### config.mk
export PLATFORM = sky130hd
export DESIGN_NAME = multicycle_sequencer
export DESIGN_NICKNAME = d
export VERILOG_FILES = /design/src/rtl/mips_seq_pkg.sv /design/src/rtl/mem_wait_timer.sv /design/src/rtl/multicycle_sequencer.sv
export SDC_FILE = /design/constraint.sdc
export NUM_CORES = 1
export LEC_CHECK = 0
export ABC_AREA = 0
export ABC_CLOCK_PERIOD_IN_PS = 2200
export CAP_MARGIN = 15
export CORE_ASPECT_RATIO = 0.8
export CORE_MARGIN = 2
export CORE_UTILIZATION = 41
export DETAILED_ROUTE_END_ITERATION = 7
export PLACE_DENSITY = 0.71
export SYNTH_ARGS = -nofsm -noshare
export SYNTH_HDL_FRONTEND = slang
export SYNTH_SLANG_ARGS = --single-unit
### constraint.sdc
create_clock -name clk -period 2.2 [get_ports clk]
set_input_delay 0.44 -clock clk [delete_from_list [all_inputs] [get_ports clk]]
set_output_delay 0.44 -clock clk [all_outputs]
set_load 0.02 [all_outputs]
### src/rtl/mips_seq_pkg.sv
// Shared types and constants for the multicycle MIPS control sequencer.
//   state_e   : sequencer state encoding, visible on the state output
//   br_e      : branch-type encoding carried in br_type
//   strobes_t : bundle of one-cycle datapath enables
package mips_seq_pkg;

   localparam int unsigned STATE_W  = 3;
   localparam int unsigned OPCODE_W = 6;
   localparam int unsigned BR_W     = 2;

   localparam int unsigned MEM_TIMEOUT_DEF = 16;
   localparam int unsigned COUNT_W_DEF     = 32;

   localparam logic [OPCODE_W-1:0] HALT_OPCODE_DEF = 6'b111111;
   localparam logic [OPCODE_W-1:0] NOP_OPCODE      = 6'b000000;

   typedef enum logic [STATE_W-1:0] {
      S_IDLE   = 3'd0,
      S_FETCH  = 3'd1,
      S_DECODE = 3'd2,
      S_EXEC   = 3'd3,
      S_MEM    = 3'd4,
      S_WB     = 3'd5,
      S_HALT   = 3'd6
   } state_e;

   typedef enum logic [BR_W-1:0] {
      BR_NONE = 2'b00,
      BR_BEZ  = 2'b01,
      BR_BNE  = 2'b10,
      BR_JMP  = 2'b11
   } br_e;

   typedef struct packed {
      logic pc_write;
      logic pc_src_branch;
      logic ir_write;
      logic id_latch;
      logic exe_latch;
      logic mem_req;
      logic mem_we;
      logic reg_write;
   } strobes_t;

   // Jumps always redirect; conditional branches only when the execute stage says so.
   function automatic logic branch_redirect(input logic [BR_W-1:0] br_type,
                                            input logic            taken);
      return (br_type == BR_JMP) ||
             (((br_type == BR_BEZ) || (br_type == BR_BNE)) && taken);
   endfunction

endpackage

### src/rtl/mem_wait_timer.sv
// Watchdog for memory wait states.
//   clk        : core clock
//   rst        : synchronous active-low reset
//   i_clear    : restart the count (new request or request completed)
//   i_count_en : a request is outstanding and not ready this cycle
//   o_expired  : this cycle is the MEM_TIMEOUT-th consecutive wait cycle
module mem_wait_timer #(
   parameter int unsigned MEM_TIMEOUT = 16
) (
   input  logic clk,
   input  logic rst,
   input  logic i_clear,
   input  logic i_count_en,
   output logic o_expired
);

   localparam int unsigned CNT_W = (MEM_TIMEOUT < 2) ? 1 : $clog2(MEM_TIMEOUT + 1);
   localparam logic [CNT_W-1:0] LAST_WAIT = CNT_W'(MEM_TIMEOUT - 1);

   logic [CNT_W-1:0] r_count;

   // Expiry is flagged during the final permitted wait so the FSM leaves on that edge.
   assign o_expired = i_count_en && (r_count == LAST_WAIT);

   // Consecutive wait-cycle counter; holds once expired.
   always_ff @(posedge clk) begin
      if (!rst) begin
         r_count <= '0;
      end else if (i_clear) begin
         r_count <= '0;
      end else if (i_count_en && !o_expired) begin
         r_count <= r_count + CNT_W'(1);
      end
   end

endmodule

### src/rtl/multicycle_sequencer.sv
// Central control FSM of the multicycle MIPS core.
//   clk, rst               : clock, synchronous active-low reset
//   run                    : start / continue execution
//   opcode                 : instruction[31:26]
//   mem_r_en/mem_w_en/wb_en: decoded load / store / register write-back
//   br_type, branch_taken  : branch kind and execute-stage condition
//   mem_ready              : memory completes the current request this cycle
//   pc_write..reg_write    : one-cycle datapath enables
//   busy, fault, state     : status (fault sticky until reset)
//   instr_count            : saturating retired-instruction count
module multicycle_sequencer
   import mips_seq_pkg::*;
#(
   parameter int unsigned          MEM_TIMEOUT = MEM_TIMEOUT_DEF,
   parameter int unsigned          COUNT_W     = COUNT_W_DEF,
   parameter logic [OPCODE_W-1:0]  HALT_OPCODE = HALT_OPCODE_DEF
) (
   input  logic                clk,
   input  logic                rst,
   input  logic                run,
   input  logic [OPCODE_W-1:0] opcode,
   input  logic                mem_r_en,
   input  logic                mem_w_en,
   input  logic                wb_en,
   input  logic [BR_W-1:0]     br_type,
   input  logic                branch_taken,
   input  logic                mem_ready,
   output logic                pc_write,
   output logic                pc_src_branch,
   output logic                ir_write,
   output logic                id_latch,
   output logic                exe_latch,
   output logic                mem_req,
   output logic                mem_we,
   output logic                reg_write,
   output logic                busy,
   output logic                fault,
   output logic [STATE_W-1:0]  state,
   output logic [COUNT_W-1:0]  instr_count
);

   state_e             r_state;
   state_e             w_next;
   logic [COUNT_W-1:0] r_count;
   logic               r_fault;
   strobes_t           w_strb;
   logic               w_retire;
   logic               w_waiting;
   logic               w_timer_clear;
   logic               w_expired;

   // A wait cycle is any cycle with a request outstanding and no ready.
   assign w_waiting     = ((r_state == S_FETCH) || (r_state == S_MEM)) && !mem_ready;
   assign w_timer_clear = mem_ready ||
                          (((w_next == S_FETCH) || (w_next == S_MEM)) && (w_next != r_state));

   mem_wait_timer #(
      .MEM_TIMEOUT (MEM_TIMEOUT)
   ) u_timer (
      .clk        (clk),
      .rst        (rst),
      .i_clear    (w_timer_clear),
      .i_count_en (w_waiting),
      .o_expired  (w_expired)
   );

   // State register.
   always_ff @(posedge clk) begin
      if (!rst) begin
         r_state <= S_IDLE;
      end else begin
         r_state <= w_next;
      end
   end

   // Next-state and strobe decode.
   always_comb begin
      w_next   = r_state;
      w_strb   = '0;
      w_retire = 1'b0;

      unique case (r_state)
         S_IDLE: begin
            if (run) w_next = S_FETCH;
         end
         S_FETCH: begin
            w_strb.mem_req = 1'b1;
            if (mem_ready) begin
               w_strb.ir_write = 1'b1;
               w_strb.pc_write = 1'b1;
               w_next          = S_DECODE;
            end
         end
         S_DECODE: begin
            w_strb.id_latch = 1'b1;
            if (opcode == HALT_OPCODE) begin
               w_next = S_HALT;
            end else if (opcode == NOP_OPCODE) begin
               w_retire = 1'b1;
            end else begin
               w_next = S_EXEC;
            end
         end
         S_EXEC: begin
            w_strb.exe_latch = 1'b1;
            if (branch_redirect(br_type, branch_taken)) begin
               w_strb.pc_write      = 1'b1;
               w_strb.pc_src_branch = 1'b1;
            end
            if (mem_r_en || mem_w_en) begin
               w_next = S_MEM;
            end else if (wb_en) begin
               w_next = S_WB;
            end else begin
               w_retire = 1'b1;
            end
         end
         S_MEM: begin
            w_strb.mem_req = 1'b1;
            w_strb.mem_we  = mem_w_en;
            if (mem_ready) begin
               // A combined read+write is a store: no write-back.
               if (mem_r_en && wb_en && !mem_w_en) begin
                  w_next = S_WB;
               end else begin
                  w_retire = 1'b1;
               end
            end
         end
         S_WB: begin
            w_strb.reg_write = 1'b1;
            w_retire         = 1'b1;
         end
         S_HALT: begin
            w_next = S_HALT;
         end
         default: begin
            w_next = S_IDLE;
         end
      endcase

      // Instruction boundary: dropping run only takes effect here.
      if (w_retire) begin
         w_next = run ? S_FETCH : S_IDLE;
      end

      // The expiring cycle has no ready, so no ir/pc/reg strobe can fire in it.
      if (w_expired) begin
         w_next   = S_HALT;
         w_retire = 1'b0;
      end
   end

   // Sticky memory-timeout flag.
   always_ff @(posedge clk) begin
      if (!rst) begin
         r_fault <= 1'b0;
      end else if (w_expired) begin
         r_fault <= 1'b1;
      end
   end

   // Saturating retired-instruction counter.
   always_ff @(posedge clk) begin
      if (!rst) begin
         r_count <= '0;
      end else if (w_retire && (r_count != '1)) begin
         r_count <= r_count + COUNT_W'(1);
      end
   end

   assign pc_write      = w_strb.pc_write;
   assign pc_src_branch = w_strb.pc_src_branch;
   assign ir_write      = w_strb.ir_write;
   assign id_latch      = w_strb.id_latch;
   assign exe_latch     = w_strb.exe_latch;
   assign mem_req       = w_strb.mem_req;
   assign mem_we        = w_strb.mem_we;
   assign reg_write     = w_strb.reg_write;
   assign busy          = (r_state != S_IDLE) && (r_state != S_HALT);
   assign fault         = r_fault;
   assign state         = r_state;
   assign instr_count   = r_count;

endmodule

=== After elaboration in Yosys (flattened, before gate mapping) ===
Cells that the tools add are included.

* $add $sub $neg: 2
* Equal/unequal tests: 16
* Multiplexer cells: 30
* Bitwise operators: 1
* Reductions and logical operators: 23

{| class="wikitable"
|+ Operators by type and width
! operator !! number
|-
| adder 32 x 1 -> 32 bit, second input constant || 1
|-
| inequality test 32 bit, second input constant || 1
|-
| two-way mux 3 bit || 10
|-
| case mux 3 bit (7 select lines) || 1
|-
| two-way mux 1 bit || 16
|-
| equality test 3 bit, second input constant || 4
|-
| logical AND 1 bit || 9
|-
| equality test 3 x 1 -> 1 bit, second input constant || 2
|-
| equality test 3 x 2 -> 1 bit, second input constant || 2
|-
| equality test 6 bit, second input constant || 1
|-
| logical NOT 6 bit || 1
|-
| logical OR 1 bit || 6
|-
| adder 5 x 1 -> 5 bit, second input constant || 1
|-
| equality test 5 x 4 -> 1 bit, second input constant || 1
|-
| equality test 2 bit, second input constant || 2
|-
| case mux 1 bit (4 select lines) || 1
|-
| OR reduction 2 bit || 2
|-
| logical NOT 1 bit || 3
|-
| logical NOT 3 bit || 1
|-
| inequality test 3 bit || 1
|-
| inequality test 3 bit, second input constant || 1
|-
| nonzero test 3 bit || 1
|-
| equality test 2 x 1 -> 1 bit, second input constant || 1
|-
| two-way mux 2 bit || 1
|-
| other kinds (2) || 2
|}

* Flip-flop bits (word level): 41
* Input port bits: 16
* Output and inout bits: 45
* Logic and storage cells: 76

=== Logic depth before layout (Yosys ltp) ===
Gate-level depths: netlist (run 1).

* Depth in word-level cells: 12
* Mapped depth: 9

=== Hierarchy ===
A second synthesis (run 1) with hierarchy kept.

* Cells, all modules: 288
* Area, all modules: 2,311.0 um^2

{| class="wikitable"
|+ By module, submodules not included
! module !! instances !! cells each !! area an instance (um^2)
|-
| multicycle_sequencer || 1 || 261 || 2,062.0
|-
| mem_wait_timer || 1 || 27 || 249.0
|}

=== Worst setup path after synthesis (run 1) ===
No wires, ideal clock.

* Kind: flip-flop to flip-flop
* From: register r_state[1] (netlist: state[1])
* To: register r_count[30] (netlist: instr_count[30])
* Setup time: 0.070 ns
* Arrival time: 2.424 ns
* Data required time: 2.130 ns
* Slack: -0.294 ns
* Cell stages (with the launch flop): 8
* Buffers on the path: 1
* Clock period less this slack: 2.494 ns
* Path through: dfxtp_1 > nor3b_4 > and3_4 > o31ai_4 > or4_4 > buf_6 > or4_1 > a21boi_1

* Cells in the longest elaborated chain, start to end: 6
* Elaborated cells between the ends (all ways): 11
* Those cells by class: 5 x eq/ne; 2 x mux; 4 x reduce/logical

{| class="wikitable"
|+ Ends and longest elaborated chain
! item !! RTL line !! text
|-
| start, declared || multicycle_sequencer.sv:42 || <nowiki>state_e r_state;</nowiki>
|-
| start signal, assigned || multicycle_sequencer.sv:72 || <nowiki>r_state <= w_next;</nowiki>
|-
| branches (longest 4 deep; another with case mux 1 bit (4 select lines)) || - ||
|-
| two-way mux 1 bit * || multicycle_sequencer.sv:148 || <nowiki>if (w_expired) begin</nowiki>
|-
| logical AND 1 bit * || multicycle_sequencer.sv:167 || <nowiki>end else if (w_retire && (r_count != '1)) begin</nowiki>
|-
| end signal, assigned || multicycle_sequencer.sv:168 || <nowiki>r_count <= r_count + COUNT_W'(1);</nowiki>
|-
| end, declared || multicycle_sequencer.sv:44 || <nowiki>logic [COUNT_W-1:0] r_count;</nowiki>
|}

Mark *: on every way between the ends.
A chain may end at the register's enable or synchronous reset.

=== Worst setup path after layout (run 1) ===
* From: input port mem_w_en
* To: register r_count[28] (netlist: instr_count[28])

* Cells in the longest elaborated chain, start to end: 7
* Elaborated cells between the ends (all ways): 9
* Those cells by class: 5 x mux; 4 x reduce/logical

{| class="wikitable"
|+ Ends and longest elaborated chain
! item !! RTL line !! text
|-
| start, declared || multicycle_sequencer.sv:23 || <nowiki>input logic mem_w_en,</nowiki>
|-
| logical NOT 1 bit || multicycle_sequencer.sv:123 || <nowiki>if (mem_r_en && wb_en && !mem_w_en) begin</nowiki>
|-
| logical AND 1 bit || multicycle_sequencer.sv:123 ||
|-
| two-way mux 1 bit || multicycle_sequencer.sv:123 ||
|-
| two-way mux 1 bit || multicycle_sequencer.sv:121 || <nowiki>if (mem_ready) begin</nowiki>
|-
| case mux 1 bit (4 select lines) * || multicycle_sequencer.sv:82 || <nowiki>unique case (r_state)</nowiki>
|-
| two-way mux 1 bit * || multicycle_sequencer.sv:148 ||
|-
| logical AND 1 bit * || multicycle_sequencer.sv:167 ||
|}

Mark *: on every way between the ends. The rest lies on a longest branch, timed or not.

==> results of run 1 <==
==> cells in the final DEF (no fill, tap or decap), drive strengths merged, types with 3 or more instances in the layout <==
cell	synthesis	layout
xnor2	5	5
and3	6	6
nor2	9	9
nor2b	3	3
mux2i	4	4
dlymetal6s2s	0	3
inv	7	7
o21ai	8	8
clkdlybuf4s50	0	45
dfxtp	41	41
nor4	11	11
clkbuf	8	9
ha	4	4
nor3b	7	7
and4	6	6
or3	7	8
nor3	9	9
a21boi	9	9
or4	4	4
and2	15	15
o211ai	8	8
nand3	10	10
o31ai	11	11
buf	5	65
nand2	22	22
xor2	11	11
o21a	3	3
nand4	7	7
dlygate4sd2	0	8
nand2b	14	14
a21oi	6	6
and3b	3	3
==> registers in the layout, indices dropped and copies added, names as in the netlist <==
signal and count:
state 3, u_timer.r_count 5, fault 1, instr_count 32
==> cell usage after synthesis (all sizes together) (7+ instances only) <==
cell,number,area share (%)
dfxtp,41,34
nand2,22,3.4
and2,15,3.9
nand2b,14,3.6
nor4,11,3.1
o31ai,11,4.0
xor2,11,4.0
nand3,10,2.1
a21boi,9,2.8
nor2,9,1.4
nor3,9,2.1
clkbuf,8,1.2
o211ai,8,2.5
o21ai,8,1.6
inv,7,1.1
nand4,7,1.8
nor3b,7,2.6
or3,7,1.8
==> kinds of logic after synthesis <==
family,Yosys count,synth area share [%]
and+or+nand+nor,140,35.4
AOI/OAI and AO/OA,56,17.3
DFF,41,33.7
buffers and inverters,20,4.11
xor gates and xnor gates,16,5.76
muxes,4,1.65
adders and majority gates,4,2.06
==> area by class of cell <==
class	instances	area share (%)
clock inverters	2	0.354
flip-flops and latches	41	21.6
repair buffers	124	28.2
clock buffers	6	2.13
multi-input cells	221	44.4
well taps	81	2.61
inverters	7	0.677
==> where the power goes <==
group	switching, uW	internal, uW
Combinational	157	168
Sequential	16.4	748
Clock	278	255
==> routing by layer <==
| metal | vias to the layer above | routed length, um | GRT usage [%] |
|---|---|---|---|
| met1 | 1229 | 3360 | 27.6 |
| met2 | 59 | 3230 | 34.0 |
| met4 | 0 | 132 | 5.64 |
| met5 | - | 0 | 0 |
| li1 | 1282 | - | - |
| met3 | 14 | 293 | 3.41 |
==> per-stage QoR <==
stage | utilization (%) | setup slack (ps) | power, uW | hold WS (ps)
2_1_floorplan | - | -98.7 | 918 | 508
3_3_place_gp | 59.9 | -532 | 1040 | 447
3_5_place_dp | 59.9 | -581 | 1050 | 457
4_1_cts | 63.0 | -16.8 | 1580 | 475
5_1_grt | 66.8 | -127 | 1690 | 510
6_report | 66.8 | -38.4 | 1620 | 480
==> what timing repair did <==
action	4_1_cts	5_1_grt
pin swaps	9	18
setup endpoints to repair	31	26
gates resized for setup	29	35
hold endpoints to repair	0	0
cloned	1	0
buffers inserted	4	11
==> critical path, cell delays in order <==
cell           delay (ps)
dlygate4sd2_1         280
and3b_1               230
and2b_4               270
o31ai_4                70
or4_4                 520
or4_4                 540
a21boi_2              120
==> worst max-delay path by stage <==
stage                           end  slack, ps
floorplan           instr_count[31]       -100
global placement    instr_count[31]       -530
detailed placement  instr_count[31]       -580
CTS                        pc_write        -20
global route        instr_count[28]       -130
finish              instr_count[28]        -40
==> results.toml, run 1 <==
[floorplan]
die-area_um2 = 6570
die_width_um = 90.1
pin_count = 61
start_util_pct = 41.8
core-area_um2 = 5820
dieHeight_um = 72.9
num_rows = 25

[synth]
syn_area_um2 = 2430
synth_cell_type_count = 52
yosysWarnings = 0
ys_async_sr_fraction_pct = 0
syn-num-nets = 301
syn_avg_cell_area_um2 = 8.66
synthFlopType = "dfxtp_1"
synth-seq-area-share_pct = 33.7
syn_inst = 281
ys_ff_latch = 41
synth-edff-count = 0

[min_path]
holdPathStages = 1
hold_end = "fault"
holdCritStartpoint = "fault"
hp-class = "reg2reg"

[routing]
via_per_inst = 5.36
num_vias = 2584
wl_um = 7010
wl_per_cell_um = 14.5
drt_pass1_iterations = 4
drc = 0
drtIter0Drc = 129
ant_nets = 0

[status]
outcome = "finished with violations"
violations = "negative setup slack"

[critical_path]
worstSetupStartpointType = "primary input"
r2r_end = "instr_count[28]"
rrSetupSlack_ps = -20
startpoint = "mem_w_en"
worstSetupPathType = "in2reg"
cp.required_ps = 2430
crit_arrival_ps = 2470
path_max_fanout = 4
cp-end-kind = "flop"
timing.rr.start = "instr_count[6]"
r2r_cells = 6

[timing]
hold_violations = 0
tightestPinTransition_ps = 560
finalSetupViolations = 3
fin_crit_ps = 2240
finalMaxSlewViolations = 0
relSlewSlack_pct = 62.5
tns_ps = -46.1
setup_slack_ps = -38.4
fmax_ghz = 0.447
rsz0062_at_grt = "true"
fin_skew_ps = 7.31
finalCritPeriodShare_pct = 102

[clocking]
cts_made_buffers = 5
clk_path_buf_depth = 2
clockRootBuffer = "clkbuf_8"
clkLatencyLatePin_ps = 300
cts_sinks = 41
htree_num_levels = 2
cts.clk_slew.worst_paths_ps = 80
hold_buffers = 0
cts_tree = "yes"

[placement]
dp_cells = 460
gp_congestion = 0.839
post-dp-hpwl_um = 4990
placed_cell_area_um2 = 3480
io_buffers = 60

[job]
maxCapViolCount = 0

[finish]
syn_to_final_growth_pct = 59.7
fin_cells = 482
nets = 420
drive_above_1_share_pct = 31.9
design_area_um2 = 3880
multi_input_area_um2 = 1720
diodes = 0
fill_cells = 449
regArea_um2 = 841

[grt]
first_global_vias = 2416
grt_antenna_before_repair = 0
grt_overflow = 0
grt_first_pass_wirelength_um = 11000
grt_max_degree = 21
track_usage_pct = 20.4

[pwr]
peakVddDrop_uv = 234
powerDensity_nw_per_um2 = 418
leakage_uw = 0.00154
Power figures use the tool's default switching activity.
==> run 2, diff against run 1 <==
SETUP_SLACK_MARGIN = 0.15   (was unset)
==> results.toml, run 2 (same netlist as run 1, synthesis figures left out) <==
[status]
outcome = "finished, final reports clean"

[min_path]
hp-class = "reg2reg"

[routing]
num_vias = 2652
wl_per_cell_um = 15.7
wl_um = 7660
ant_nets = 0
via_per_inst = 5.43
drc = 0
drt_pass1_iterations = 4
drtIter0Drc = 130

[timing]
finalSetupViolations = 0
fmax_ghz = 0.456
finalCritPeriodShare_pct = 99.7
relSlewSlack_pct = 69.1
tns_ps = 0
rsz0062_at_grt = "true"
fin_crit_ps = 2190
tightestPinTransition_ps = 460
hold_violations = 0
fin_skew_ps = 7.49
finalMaxSlewViolations = 0
setup_slack_ps = 6.55

[clocking]
cts_tree = "yes"
htree_num_levels = 2
hold_buffers = 0
cts.clk_slew.worst_paths_ps = 90
clockRootBuffer = "clkbuf_8"
cts_made_buffers = 5
cts_sinks = 41
clk_path_buf_depth = 2
clkLatencyLatePin_ps = 300

[pwr]
peakVddDrop_uv = 258
powerDensity_nw_per_um2 = 430
power_uw = 1760
leakage_uw = 0.00162

[job]
maxCapViolCount = 0

[critical_path]
path_max_fanout = 5
cp.required_ps = 2390
worstSetupStartpointType = "flop"
cp-end-kind = "flop"
worstSetupPathType = "reg2reg"
crit_arrival_ps = 2380

[finish]
final_common_cell = "buf_4"
final_core_util_pct = 70.6
nets = 426
fin_cells = 488
drive_above_1_share_pct = 39.8
largest_register_ff_count = 32
layout_common_cells = "buf_4 (65), clkdlybuf4s50_1 (39), dfxtp_1 (30), nand2_1 (22), and2_1 (14)"
syn_to_final_growth_pct = 68.8
diodes = 0

[placement]
dp_cells = 459
dp_slack_ps = -579
gp_congestion = 0.905
io_buffers = 60
post-dp-hpwl_um = 4800

[grt]
grt_antenna_before_repair = 0
track_usage_pct = 22.1
grt_first_pass_wirelength_um = 11800
grt_overflow = 0
first_global_vias = 2508
grt_max_degree = 49

[floorplan]
dieHeight_um = 72.9
pin_count = 61
die-area_um2 = 6570
num_rows = 25
die_width_um = 90.1
core-area_um2 = 5820
start_util_pct = 41.8
## run 2: critical path: stages, from the launching register on
cell      delay (ps)
dfxtp_2          350
ha_4             160
and3_4           170
ha_4             160
nor2b_4          120
nor3b_4          150
a31oi_2          160
o311ai_2         140
buf_4            170
a221oi_4         300
buf_12           170
nor4_4            40
## run 2: through the flow
step                      cell area, um^2  hold slack, ps
final                                4110             471
after global routing                 4110             497
after CTS                            3880             476
after detailed placement             3490             458
after global placement               3490             449
after floorplan                      2490             508
## run 2: worst paths after layout
| check | slack [ps] | cells past startpoint | to | start |
|---|---|---|---|---|
| max | 7 | 11 | u_timer.r_count[0] | u_timer.r_count[0] |
| min | 470 | 1 | fault | fault |
| max reg2reg | 7 | 11 | u_timer.r_count[0] | u_timer.r_count[0] |
| min reg2reg | 470 | 1 | fault | fault |
## run 2: timing repair
action                     CTS  global route
setup endpoints to repair   42            37
gates resized for setup     77            49
pin swaps                   27            22
setup buffers               14             6
gates cloned                 1             0
## run 2: layout make-up
| type | count | area (um^2) |
|---|---|---|
| clock inverter | 1 | 30.0 |
| timing repair buffer | 130 | 1140 |
| sequential | 41 | 842 |
| multi-input combinational | 221 | 1880 |
| inverter | 7 | 26.3 |
| clock buffer | 7 | 86.3 |
| tap | 81 | 101 |
| fill | 422 | 1710 |
## run 2: routing by layer
metal	wire, um	global-route usage [%]
met5	0	0
met4	123	4.96
met3	325	5.48
met2	3590	35.8
met1	3620	30.0
## run 2: power by group
| group | leakage, uW | total (uW) | switching (uW) | internal, uW |
|---|---|---|---|---|
| sequential | 0.000337 | 761 | 12.9 | 748 |
| combinational | 0.00123 | 355 | 179 | 177 |
| clock | 0.0000585 | 648 | 278 | 370 |
==> patch 1, RTL diff (config.mk and constraints of run 2) <==
Reset style: asynchronous (`rst`), changed in 4 clocked blocks. Comments in the files are not updated.
--- a/src/rtl/mem_wait_timer.sv
+++ b/src/rtl/mem_wait_timer.sv
@@ -23,7 +23,7 @@
    assign o_expired = i_count_en && (r_count == LAST_WAIT);
 
    // Consecutive wait-cycle counter; holds once expired.
-   always_ff @(posedge clk) begin
+   always_ff @(posedge clk or negedge rst) begin
       if (!rst) begin
          r_count <= '0;
       end else if (i_clear) begin
--- a/src/rtl/multicycle_sequencer.sv
+++ b/src/rtl/multicycle_sequencer.sv
@@ -65,7 +65,7 @@
    );
 
    // State register.
-   always_ff @(posedge clk) begin
+   always_ff @(posedge clk or negedge rst) begin
       if (!rst) begin
          r_state <= S_IDLE;
       end else begin
@@ -152,7 +152,7 @@
    end
 
    // Sticky memory-timeout flag.
-   always_ff @(posedge clk) begin
+   always_ff @(posedge clk or negedge rst) begin
       if (!rst) begin
          r_fault <= 1'b0;
       end else if (w_expired) begin
@@ -161,7 +161,7 @@
    end
 
    // Saturating retired-instruction counter.
-   always_ff @(posedge clk) begin
+   always_ff @(posedge clk or negedge rst) begin
       if (!rst) begin
          r_count <= '0;
       end else if (w_retire && (r_count != '1)) begin
Function: differs if rst is asserted again (counterexample within 4 cycles, from zero or initial values and one cycle with rst low); with rst held inactive, the same outputs for 10 cycles.
==> patch 1 against run 2 <==
Setup slack better by 0.029 ns. Maximum frequency increased by 1.3%. Sequential cell count unchanged. Wire length fell by 20%. Sequential share of layout area up 6.8 points. Synthesized area decreased by 5.0%. Global-route usage shrank 2.9 points. Non-clock buffer count down 22. Synthesized cell count is 22% lower. Cell area shrank 8.0%.
Power is not compared: it rests on default switching activity, and its combinational part moved more than twofold at a synthesized area within 25%.
==> patch 1: results (changes against run 2) <==
* Fraction of registers with async set/reset at 100% (+100 points)
* Clock root cell: clkbuf_8
* Post-Layout Cell Count at 404 (-17%)
* Pre-CTS setup slack at -0.368 ns (+0.211 ns)
* Max FFs per register at 32 (unchanged)
* Total CTS buffers at 5 (unchanged)
* Largest net degree at the start of global routing at 42 (-14%)
* Seq/Total Area, Yosys at 44.4% (+11 points)
* Top cells by count, synth: dfrtp_1, xnor2_1, and3_1, nand4_1, nand2_1
* CTS clk-pin slew, worst paths at 0.08 ns
* PwrDens at 956 nW/um2
* Post-placement cell count at 378 (-18%)
* DP HPWL at 3910 um (-19%)
* Worst-skew pair later-pin latency at 0.30 ns (about the same)
* Maximum clock insertion buffer count at 2 (unchanged)
* Syn Nets at 238 (-21%)
* Slew HR at 65.9% (-3.2 points)
* All-Layer GR Usage at 19.2% (-2.9 points)
* Share of layout cells above drive strength 1 at 36.5% (-3.3 points)
* Max FO, Critical Path at 2 (-3)
* H-tree depth at 2 (unchanged)
* Global route overflow at 0 (unchanged)
* Peak supply drop at 0.711 mV
* Number of DRC markers in iteration 0 at 104 (-20%)
* First-pass GRT wire length at 9520 um (-19%)
* NumNets Final at 345 (-19%)
* Outcome: complete, no violations
* Port-buffer cells at 60 (unchanged)
* Initial antenna violation count at 0 (unchanged)
* Arrival time worst endpoint at 1.72 ns (-0.66 ns)
* Top cells by area, synth: dfrtp_1, xnor2_1, and3_1
* Routability congestion estimate at 0.774 (-14%)
* Post-synth cell types at 47 (-9.6%)
* YS warnings at 0 (unchanged)
* # diodes at 0 (unchanged)
* Vias/cell at 5.19 (-4.6%)
* 1st-pass router iterations at 4 (unchanged)
* Wire length per cell at 15.2 um (-2.9%)
* Leak at 1.70 nW
* Post-Syn Area per Cell at 10.6 um2 (+22%)
* Post-DP Area at 3220 um2 (-7.8%)
* Clock skew at 0.00920 ns (+0.00171 ns)
* Vias in the first global route at 2008 (-20%)
* Hold Crit Class: input port to async pin
* Final setup violation count at 0 (unchanged)
==> patch 1: cell types whose count changed after synthesis, sizes merged, moves of 7 or more <==
| cell | before | now |
|---|---|---|
| dfxtp | 41 | 0 |
| nand2 | 22 | 14 |
| or3 | 7 | 0 |
| o211ai | 8 | 0 |
| and3 | 6 | 16 |
| nand4 | 7 | 15 |
| xnor2 | 5 | 28 |
| and2 | 15 | 6 |
| clkbuf | 8 | 1 |
| nand2b | 14 | 3 |
| a21boi | 9 | 1 |
| o31ai | 11 | 1 |
| dfrtp | 0 | 41 |
==> patch 1: cell families after synthesis <==
family / after synthesis / synth area share (%)
adder cells (fa/ha/maj): 5 / 2.60
XOR/XNOR: 35 / 13.3
AND/OR/NAND/NOR: 102 / 26.5
buffers and inverters: 13 / 3.46
multiplexers: 3 / 1.41
AO/OA/AOI/OAI: 19 / 8.34
flip-flops: 41 / 44.4
==> patch 1: area by class of cell <==
cell class | instances | area [um2]
fillers | 412 | 1660
well taps | 78 | 97.6
multi-input cells | 164 | 1480
repair buffers | 108 | 1020
inverters | 5 | 18.8
flip-flops and latches | 41 | 1030
clock inverters | 2 | 37.5
clock buffers | 6 | 82.6
==> patch 1: critical path, stage by stage <==
cell and delay (ns):
clkdlybuf4s50_1 0.40, ha_1 0.29, a21oi_1 0.12, nor2_1 0.06
or2_2 0.26, buf_2 0.16
==> patch 1: worst paths after layout <==
kind / cells after the start / slack (ns) / start / to
min reg2reg: 1 / 0.48 / fault$_DFFE_PN0P_ / fault$_DFFE_PN0P_
min: 2 / 0.21 / rst / instr_count[18]$_DFFE_PN0P_
min in group clk: 1 / 0.48 / fault$_DFFE_PN0P_ / fault$_DFFE_PN0P_
max: 6 / 0.04 / br_type[0] / pc_write
max in group asynchronous: 2 / 1.61 / rst / instr_count[0]$_DFFE_PN0P_
max reg2reg: 10 / 0.04 / u_timer.r_count[0]$_DFFE_PN0P_ / u_timer.r_count[1]$_DFFE_PN0P_
==> patch 1: routing by layer <==
| layer | GRT usage [%] | up-vias | wire [um] |
|---|---|---|---|
| met3 | 3.85 | 8 | 308 |
| met1 | 28.0 | 1022 | 3010 |
| li1 | - | 1005 | - |
| met4 | 4.62 | 0 | 68 |
| met2 | 29.5 | 60 | 2770 |
| met5 | 0 | - | 0 |
==> patch 1: power breakdown <==
group / internal (mW) / total [mW] / leakage, nW / switching, mW
clock: 0.369 / 0.637 / 0.0574 / 0.268
combinational: 1.04 / 2.03 / 1.09 / 0.989
sequential: 0.838 / 0.939 / 0.556 / 0.102
total: 2.25 / 3.61 / 1.70 / 1.36
==> patch 1: repair_timing <==
item	CTS	global route
gates resized for setup	43	63
cloned	2	0
buffers inserted	5	11
hold buffers	0	0
setup endpoints to repair	45	36
pin swaps	13	31
==> patch 2, RTL diff (settings of run 2) <==
Without the edit above. `MEM_TIMEOUT_DEF`: 16 -> 32.
--- a/src/rtl/mips_seq_pkg.sv
+++ b/src/rtl/mips_seq_pkg.sv
@@ -8,7 +8,7 @@
    localparam int unsigned OPCODE_W = 6;
    localparam int unsigned BR_W     = 2;
 
-   localparam int unsigned MEM_TIMEOUT_DEF = 16;
+   localparam int unsigned MEM_TIMEOUT_DEF = 32;
    localparam int unsigned COUNT_W_DEF     = 32;
 
    localparam logic [OPCODE_W-1:0] HALT_OPCODE_DEF = 6'b111111;
Function: same outputs for any inputs over 10 cycles, from zero or initial values and one cycle with rst low; that may be too few to reach the edited logic, so the function may still have changed.
==> patch 2 against run 2 <==
Wire length shrank 13%. Sequential cell count grew 1. Utilization shrank 7.3 points. Synthesized area grew 2.8%. Synthesized cell count grew 1.4%. Setup slack gained 0.17 ns. Cell area shrank 8.9%. Clock power shrank 2%. Largest cell class unchanged. Total power shrank 5.0%. Highest routed layer unchanged.
==> patch 2: results (changes against run 2) <==
* Leak at 1.43 nW (-12%)
* Top cells by count, synth: dfxtp_1, nand2_1, and2_1, o21ai_0, xnor2_1
* Routability congestion estimate at 0.803 (-11%)
* PnR worst setup slack at 0.175 ns (+0.169 ns)
* Total wire length at 6630 um (-13%)
* Share of layout cells above drive strength 1 at 26.5% (-13 points)
* R2r setup slk at 0.18 ns (+0.17 ns)
* Seq/Total Area, Yosys at 33.6% (-0.13 points)
* Outcome: complete, no violations
* Post-placement cell count at 448 (-2.4%)
* Syn Nets at 304 (+1.0%)
* Hold path depth at 2 (+1)
* Top cells by area, synth: dfxtp_1, xnor2_1, and2_1
* Adder-Cell Fraction of Synth Area at 1.50% (-0.56 points)
* All-Layer GR Usage at 19.8% (-2.2 points)
* FF-to-FF path depth at 9 (-2)
* Vias in the first global route at 2287 (-8.8%)
* Cells after Synth at 285 (+1.4%)
* Pre-CTS setup slack at -0.417 ns (+0.161 ns)
* Clock skew at 0.0107 ns (+0.00316 ns)
* NumNets Final at 411 (-3.5%)
* Synth Area in Compound Gates at 20.0% (+2.7 points)
* Post-synth cell types at 60 (+15%)
* Final Cycle Share at 92.0% (-7.7 points)
* Hold Slack at 0.461 ns (-0.00955 ns)
* FF-to-FF End: instr_count[23]$_SDFFE_PN0P_
* Post-Synth XOR/XNOR Area at 6.65% (+0.89 points)
* Peak supply drop at 0.266 mV (+3.4%)
* Number of DRC markers in iteration 0 at 121 (-6.9%)
* Vias/cell at 5.28 (-2.8%)
* Slew HR at 63.3% (-5.7 points)
* DP HPWL at 4500 um (-6.3%)
-- patch 2: worst max path at each step --
stage | from | endpoint | depth (start not counted)
floorplan | state[1]$_SDFF_PN0_ | u_timer.r_count[0]$_SDFFE_PP0P_ | 6
global placement | opcode[1] | instr_count[15]$_SDFFE_PN0P_ | 7
detailed placement | opcode[1] | instr_count[15]$_SDFFE_PN0P_ | 7
CTS | br_type[0] | pc_write | 5
global route | state[2]$_SDFF_PN0_ | instr_count[23]$_SDFFE_PN0P_ | 9
finish | opcode[2] | instr_count[23]$_SDFFE_PN0P_ | 9
-- patch 2: cell type report --
cell class                 instances  area share [%]
clock buffer                       5            1.84
clock inverter                     3            1.17
inverter                           8           0.803
multi-input combinational        226            44.8
sequential                        42            22.9
tap                               81            2.71
timing repair buffer             109            25.8
-- patch 2: timing repair --
| item | CTS | global route |
|---|---|---|
| gates cloned | 1 | 0 |
| pin swaps | 9 | 15 |
| setup buffers | 7 | 10 |
| gates resized for setup | 33 | 24 |
| hold endpoints to repair | 0 | 0 |
| setup endpoints to repair | 40 | 40 |
-- patch 2: power by group --
part / total (mW) / leakage [nW] / internal (mW) / switching [mW]
Combinational: 0.256 / 1.02 / 0.127 / 0.129
Clock: 0.632 / 0.0585 / 0.340 / 0.292
Sequential: 0.787 / 0.342 / 0.766 / 0.0213
Total: 1.68 / 1.43 / 1.23 / 0.442
-- patch 2: worst max-delay path, cell delays in order --
cell           delay (ns)
dlygate4sd2_1        0.25
nor4_2               0.36
nand3_4              0.17
a31oi_4              0.30
buf_4                0.16
buf_4                0.10
nand4_1              0.13
xnor2_1              0.15
and2_1               0.15
-- patch 2: per-layer routing --
layer	share of wire (%)	up-vias	GRT usage (%)
met3	5.0	9	4.31
met4	1.2	0	6.06
met1	49	1160	27.9
met5	0	-	0
met2	45	66	30.5
li1	-	1270	-
